**config.mk**
```make
export PLATFORM = sky130hd
export DESIGN_NAME = fetch_stage
export DESIGN_NICKNAME = d
export VERILOG_FILES = /design/src/rtl/fetch_stage.sv
export SDC_FILE = /design/constraint.sdc
export NUM_CORES = 1
export LEC_CHECK = 0
export BUFFER_PORTS_ARGS = -buffer_cell sky130_fd_sc_hd__buf_2
export CORE_AREA = 2 2 142 144
export CTS_CLUSTER_DIAMETER = 40
export DETAILED_ROUTE_END_ITERATION = 10
export DIE_AREA = 0 0 144 146
export PLACE_DENSITY = 0.93
export SLEW_MARGIN = 20
export SYNTH_ARGS = -nofsm -noshare
export SYNTH_HDL_FRONTEND = slang
export SYNTH_SLANG_ARGS = --single-unit
```
**constraint.sdc**
```tcl
create_clock -name clk -period 3.8 [get_ports clk]
set_input_delay 0.57 -clock clk [delete_from_list [all_inputs] [get_ports clk]]
set_output_delay 0.57 -clock clk [all_outputs]
set_load 0.01 [all_outputs]
```
**src/rtl/fetch_stage.sv**
```systemverilog
// IF-stage fetch unit: credit-limited pipelined instruction-memory requests,
// a small response FIFO, wrong-path response discard, and registered IF/ID outputs.
package common;
  localparam logic [1:0] C_PIPE  = 2'b00;
  localparam logic [1:0] C_STALL = 2'b01;
  localparam logic [1:0] C_FLUSH = 2'b10;
  localparam logic [1:0] C_JUMP  = 2'b11;
endpackage

module fetch_stage
  import common::*;
#(
  parameter int unsigned       DWIDTH    = 32,
  parameter logic [DWIDTH-1:0] RESET_PC  = '0,
  parameter int unsigned       BUF_DEPTH = 2
) (
  input  logic              clk,
  input  logic              rst_n,
  input  logic [1:0]        if_ctrl,
  input  logic [DWIDTH-1:0] jpc,
  output logic              imem_req,
  output logic [DWIDTH-1:0] imem_addr,
  input  logic              imem_gnt,
  input  logic              imem_rvalid,
  input  logic [DWIDTH-1:0] imem_rdata,
  output logic [DWIDTH-1:0] id_pc,
  output logic [DWIDTH-1:0] id_inst,
  output logic              id_valid
);

  localparam int unsigned AW = (BUF_DEPTH > 1) ? $clog2(BUF_DEPTH) : 1;
  localparam int unsigned CW = AW + 1;
  localparam logic [DWIDTH-1:0] STEP = DWIDTH'(4);

  logic [DWIDTH-1:0] fetch_pc_q, fetch_pc_n;
  logic [DWIDTH-1:0] resp_pc_q, resp_pc_n;
  logic [CW-1:0]     outst_q, outst_n;
  logic [CW-1:0]     drop_q, drop_n;
  logic [CW-1:0]     cnt_q, cnt_n;
  logic [AW-1:0]     rd_q, rd_n;
  logic [AW-1:0]     wr_q, wr_n;
  logic [DWIDTH-1:0] pc_mem_q [BUF_DEPTH];
  logic [DWIDTH-1:0] pc_mem_n [BUF_DEPTH];
  logic [DWIDTH-1:0] inst_mem_q [BUF_DEPTH];
  logic [DWIDTH-1:0] inst_mem_n [BUF_DEPTH];
  logic [DWIDTH-1:0] id_pc_n, id_inst_n;
  logic              id_valid_n;

  logic kill;
  logic credit_ok;
  logic accept;
  logic push;
  logic pop;
  logic [DWIDTH-1:0] kill_target;

  // Credit covers both in-flight requests and buffered words, so a response always has a slot.
  assign kill        = (if_ctrl == C_JUMP) || (if_ctrl == C_FLUSH);
  assign kill_target = (if_ctrl == C_JUMP) ? jpc : RESET_PC;
  assign credit_ok   = ((CW+1)'(outst_q) + (CW+1)'(cnt_q)) < (CW+1)'(BUF_DEPTH);
  assign imem_req    = !kill && credit_ok && rst_n;
  assign imem_addr   = fetch_pc_q;
  assign accept      = imem_req && imem_gnt;

  // Next-state logic for the request, response and ID sides.
  always_comb begin
    fetch_pc_n = fetch_pc_q;
    resp_pc_n  = resp_pc_q;
    outst_n    = outst_q;
    drop_n     = drop_q;
    cnt_n      = cnt_q;
    rd_n       = rd_q;
    wr_n       = wr_q;
    pc_mem_n   = pc_mem_q;
    inst_mem_n = inst_mem_q;
    id_pc_n    = id_pc;
    id_inst_n  = id_inst;
    id_valid_n = id_valid;
    push       = 1'b0;
    pop        = 1'b0;

    if (kill) begin
      // Everything still in flight is wrong-path; a response landing now is dropped too.
      fetch_pc_n = kill_target;
      resp_pc_n  = kill_target;
      outst_n    = outst_q - CW'(imem_rvalid);
      drop_n     = outst_q - CW'(imem_rvalid);
      cnt_n      = '0;
      rd_n       = '0;
      wr_n       = '0;
      id_valid_n = 1'b0;
    end else begin
      if (accept) begin
        fetch_pc_n = fetch_pc_q + STEP;
      end
      outst_n = outst_q + CW'(accept) - CW'(imem_rvalid);

      if (imem_rvalid) begin
        if (drop_q != '0) begin
          drop_n = drop_q - CW'(1);
        end else begin
          push = 1'b1;
        end
      end

      if (push) begin
        pc_mem_n[wr_q]   = resp_pc_q;
        inst_mem_n[wr_q] = imem_rdata;
        wr_n             = wr_q + AW'(1);
        resp_pc_n        = resp_pc_q + STEP;
      end

      // Pop only words already resident: no same-cycle bypass to ID.
      if (if_ctrl == C_PIPE) begin
        if (cnt_q != '0) begin
          pop        = 1'b1;
          id_pc_n    = pc_mem_q[rd_q];
          id_inst_n  = inst_mem_q[rd_q];
          id_valid_n = 1'b1;
          rd_n       = rd_q + AW'(1);
        end else begin
          id_valid_n = 1'b0;
        end
      end

      cnt_n = cnt_q + CW'(push) - CW'(pop);
    end
  end

  always_ff @(posedge clk or negedge rst_n) begin
    if (!rst_n) begin
      fetch_pc_q <= RESET_PC;
      resp_pc_q  <= RESET_PC;
      outst_q    <= '0;
      drop_q     <= '0;
      cnt_q      <= '0;
      rd_q       <= '0;
      wr_q       <= '0;
      pc_mem_q   <= '{default: '0};
      inst_mem_q <= '{default: '0};
      id_pc      <= '0;
      id_inst    <= '0;
      id_valid   <= 1'b0;
    end else begin
      fetch_pc_q <= fetch_pc_n;
      resp_pc_q  <= resp_pc_n;
      outst_q    <= outst_n;
      drop_q     <= drop_n;
      cnt_q      <= cnt_n;
      rd_q       <= rd_n;
      wr_q       <= wr_n;
      pc_mem_q   <= pc_mem_n;
      inst_mem_q <= inst_mem_n;
      id_pc      <= id_pc_n;
      id_inst    <= id_inst_n;
      id_valid   <= id_valid_n;
    end
  end

  // Structural invariants of the credit scheme.
  a_credit : assert property (@(posedge clk) disable iff (!rst_n)
    ((CW+1)'(outst_q) + (CW+1)'(cnt_q)) <= (CW+1)'(BUF_DEPTH));
  a_drop : assert property (@(posedge clk) disable iff (!rst_n)
    drop_q <= outst_q);

endmodule

```
==> summary.md <==
| Metric | Value |
|---|---|
| Pin count of the biggest net entering global routing | 89 |
| HP Class | primary input to flip-flop |
| Clock transition at the registers of the reported paths | 60 ps |
| Post-Route WL | 29,400 µm |
| DR vias | 8,865 |
| Post-synthesis sequential element count | 263 |
| Global-route wire length before repair | 46,500 µm |
| RSZ-0062 raised after global routing | false |
| Clk Latency, worst-skew pair | 510 ps |
| Routed vias/inst | 5.99 |
| CTS tree | built |
| CP peak stage delay | 470 ps |
| DR iter-0 viols | 692 |
| Setup bufs post-CTS | 0 |
| Ys Warns | 0 |
| Drc violations | 0 |
| Number of global-route vias before repair | 9,098 |
| P_leak | 6.42 nW |
| # nets final | 1,267 |
| Ant diodes | 0 |
| Hold Fails Final Rpt | 0 |
| WP data required | ~4200 ps |
| FFs w/ async S/R, synth | 100% |
| Synthesized area | around 12,000 µm² |
| Row Count | approximately 50 |
| Crit end category | flip-flop |
| CP Launch Type | flip-flop |
| Pwr/cell area | 737 nW/µm² |
| TritonRoute pass-1 iters | 8 |
| Synth Area in Compound Gates | 9.40% |
| Final Max Tran Viols | 0 |
| Max Fclk | 337 MHz |
| GR Overflow Total | 0 |
| Largest family of logic cells by synthesized area | multiplexers |
| Worst path cell trace | and2_1, fa_1, nand4bb_1, nor2_2, inv_2, ha_1, inv_1, ha_1, xnor2_1, o21ai_0, xor2_1 |
| Tmin final | 2960 ps |
| Htree depth | 2 |
| Syn Inst Count | 1,031 |
| Synth Area in Simple Gates | between 10 and 15% |
| CTS Sinks | about 260 |
| CTS max path bufs | 3 |
| Final worst clock skew | between 20 and 25 ps |
| Placed Instance Area | between 10,000 and 15,000 µm² |
| Mux cell area share after synthesis | 17.8% |
| Root buffer cell | clkbuf_16 |
| Max IR drop VDD | between 0.3 and 0.4 mV |
| Adder-Cell Fraction of Synth Area | 1.01% |
| Area contributors post-synth | dfrtp_1, mux2_2, mux2i_1, a21oi_1, nor2_1 |
| Placer congestion estimate | between 0.8 and 0.9 |
| Slew @ Worst Pin | around 770 ps |
| Signal arrival time at the worst endpoint | around 3400 ps |
| WL per Instance | around 20 µm |
| Area grow syn2layout | 18.7% |
| Share of cells above drive strength 1 | a little under a third |
| DIE HEIGHT | roughly 150 µm |
| Seq/Total Area, Yosys | 55.3% |
| CP most frequent cell | ha_1 |
| Detailed placement HPWL | 18,900 µm |
| Top cell type's share of synthesized area | 55.3% |
| Slowest-stage cell, CP | fa_1 |
| Primary FF master, synth | dfrtp_1 |
| Util after Layout | between 70% and 80% |
| Gr usage total | between 20 and 30% |
| Crit Path Category | flip-flop to flip-flop |
| Syn nets | 1,110 |
| Cell variety after synth | 64 |
| XOR/XNOR Fraction of Synth Area | 2.72% |
| Post-route cell area | 14,100 µm² |
| Hold buffer count at CTS | 1 |
| Final setup viols | 0 |
| Starting Density | 61.6% |
| Syn_area_per_cell | 11.5 µm² |
| Max Fanout on Critical Path | 10 |
| # IOs | 168 |
| Slew HR | 48.5% |
| Fin crit share | 78.0% |
| Resized Gates After CTS | 0 |
| Run status | finished, final reports clean |
| IO Port Bufs | 167 |
| Leading area contributor after synthesis | dfrtp_1 |
| Core Area | 19,300 µm² |
| CTS Buf Count | 34 |
| Maxcap violations | 0 |
| Initial antenna violation count | 0 |
| Die Width | 144 µm |
| # fillers | 1,277 |
| Number of synthesized flops with an enable pin | 0 |
| Post-route ant nets | 0 |
| Setup TNS | 0 ps |
| Die area | 21,000 µm² |
where the power goes:
group / total, W / switching (W) / leakage (nW) / internal, W
registers: 0.00448 / 0.000683 / 3.32 / 0.00380
logic: 0.00279 / 0.00144 / 2.54 / 0.00135
clock network: 0.00313 / 0.00121 / 0.551 / 0.00192
synth_stat cells (2+ instances only):
cell type  instances
o21ai_0           22
mux2i_1           70
nand3_1           24
o21a_1             2
nand4_1           14
buf_2             15
a31o_2             2
a311oi_1           3
mux2_1             6
nor2b_1            5
a21boi_0           2
clkbuf_1          34
nand2b_1           4
nor4_4             3
nor2_1            90
xor2_1            18
nor4_1             4
o22a_1             2
and2_1             6
a41oi_1            2
buf_4              2
nand2_1           61
mux2_2           120
ha_1               8
buf_1              8
inv_2              2
and4_1             5
a31oi_1            9
nand3_2            2
and3_1            15
a22o_1             2
o31ai_1            6
inv_1             11
o21ai_1            6
a32o_1             2
a21oi_1          116
dfrtp_1          263
nor3_2             5
xnor2_1           19
a211oi_1           4
a221oi_1           3
or4_4              2
nor3_1            11
cell families (layout without fill, tap and decap cells):
group | after synthesis | count (layout)
fa+ha+maj | 9 | 9
buf+inv | 73 | 256
xor+xnor | 37 | 37
simple gates | 260 | 260
mux | 196 | 196
flops | 263 | 263
compound gates | 193 | 193
worst paths after layout:
path | slack [ps] | start | endpoint | cells past startpoint
max | 840 | cnt_q[0] | outst_q[1] | 11
min | 270 | jpc[1] | imem_addr[1] | 2
max reg2reg | 840 | cnt_q[0] | outst_q[1] | 11
min reg2reg | 490 | pc_mem_q[47] | pc_mem_q[47] | 1
max in group asynchronous | 2160 | rst_n | rd_q | 3
min in group asynchronous | 530 | rst_n | resp_pc_q[4] | 2
stage by stage:
| stage | std cells | setup WS, ps | hold slack, ps | power [W] |
|---|---|---|---|---|
| 2_1_floorplan | 1031 | 1210 | 274 | 0.00620 |
| 3_5_place_dp | 1415 | 867 | 453 | 0.00724 |
| 6_report | 1479 | 836 | 274 | 0.0104 |
| 4_1_cts | 1478 | 845 | 268 | 0.0104 |
| 3_3_place_gp | 1415 | 982 | 449 | 0.00702 |
| 5_1_grt | 1479 | 657 | 274 | 0.0110 |
routing by layer:
layer,GRT usage [%],part of all wire (%),vias up
met4,9.56,2.3,0
met1,39.0,42,4390
li1,-,-,4013
met5,0,0,-
met3,4.61,7.6,64
met2,44.2,48,398
area by class of cell:
type,instances,area [µm²],share of cell area [%]
Clock buffer,43,946,6.70
Clock inverter,19,189,1.34
Inverter,13,48.8,0.345
Multi-Input combinational cell,695,5040,35.7
Sequential cell,263,6590,46.6
Tap cell,265,332,2.35
Timing Repair Buffer,181,986,6.98
worst max-delay path: cells and delay by family, from the launching register on:
kind | cells | cell delay, ps
buf+inv | 2 | 200
flops | 1 | 400
xor+xnor | 2 | 290
compound gates | 1 | 200
fa+ha+maj | 3 | 950
simple gates | 3 | 830
placed cells by master (no fill, tap or decap), types with 6 or more instances in the layout:
cell	count
o31ai_1	6
dfrtp_1	262
buf_4	9
nand2_1	61
o21ai_1	6
clkinv_2	8
xnor2_1	19
inv_1	11
mux2_1	6
buf_2	166
a31oi_1	9
mux2i_1	70
nand3_1	23
nand4_1	14
nor2_1	89
nor3_1	11
and3_1	15
xor2_1	18
o21ai_0	22
ha_1	8
and2_1	6
mux2_2	120
clkbuf_16	35
a21oi_1	116
flip-flops by register name (all words and copies together) (netlist names):
signal,cells
id_pc,32
id_inst,32
imem_addr,31
cnt_q,2
pc_mem_q,64
resp_pc_q,31
drop_q,2
outst_q,2
inst_mem_q,64
rd_q,1
wr_q,1
id_valid,1
(Power assumes the default switching activity.)
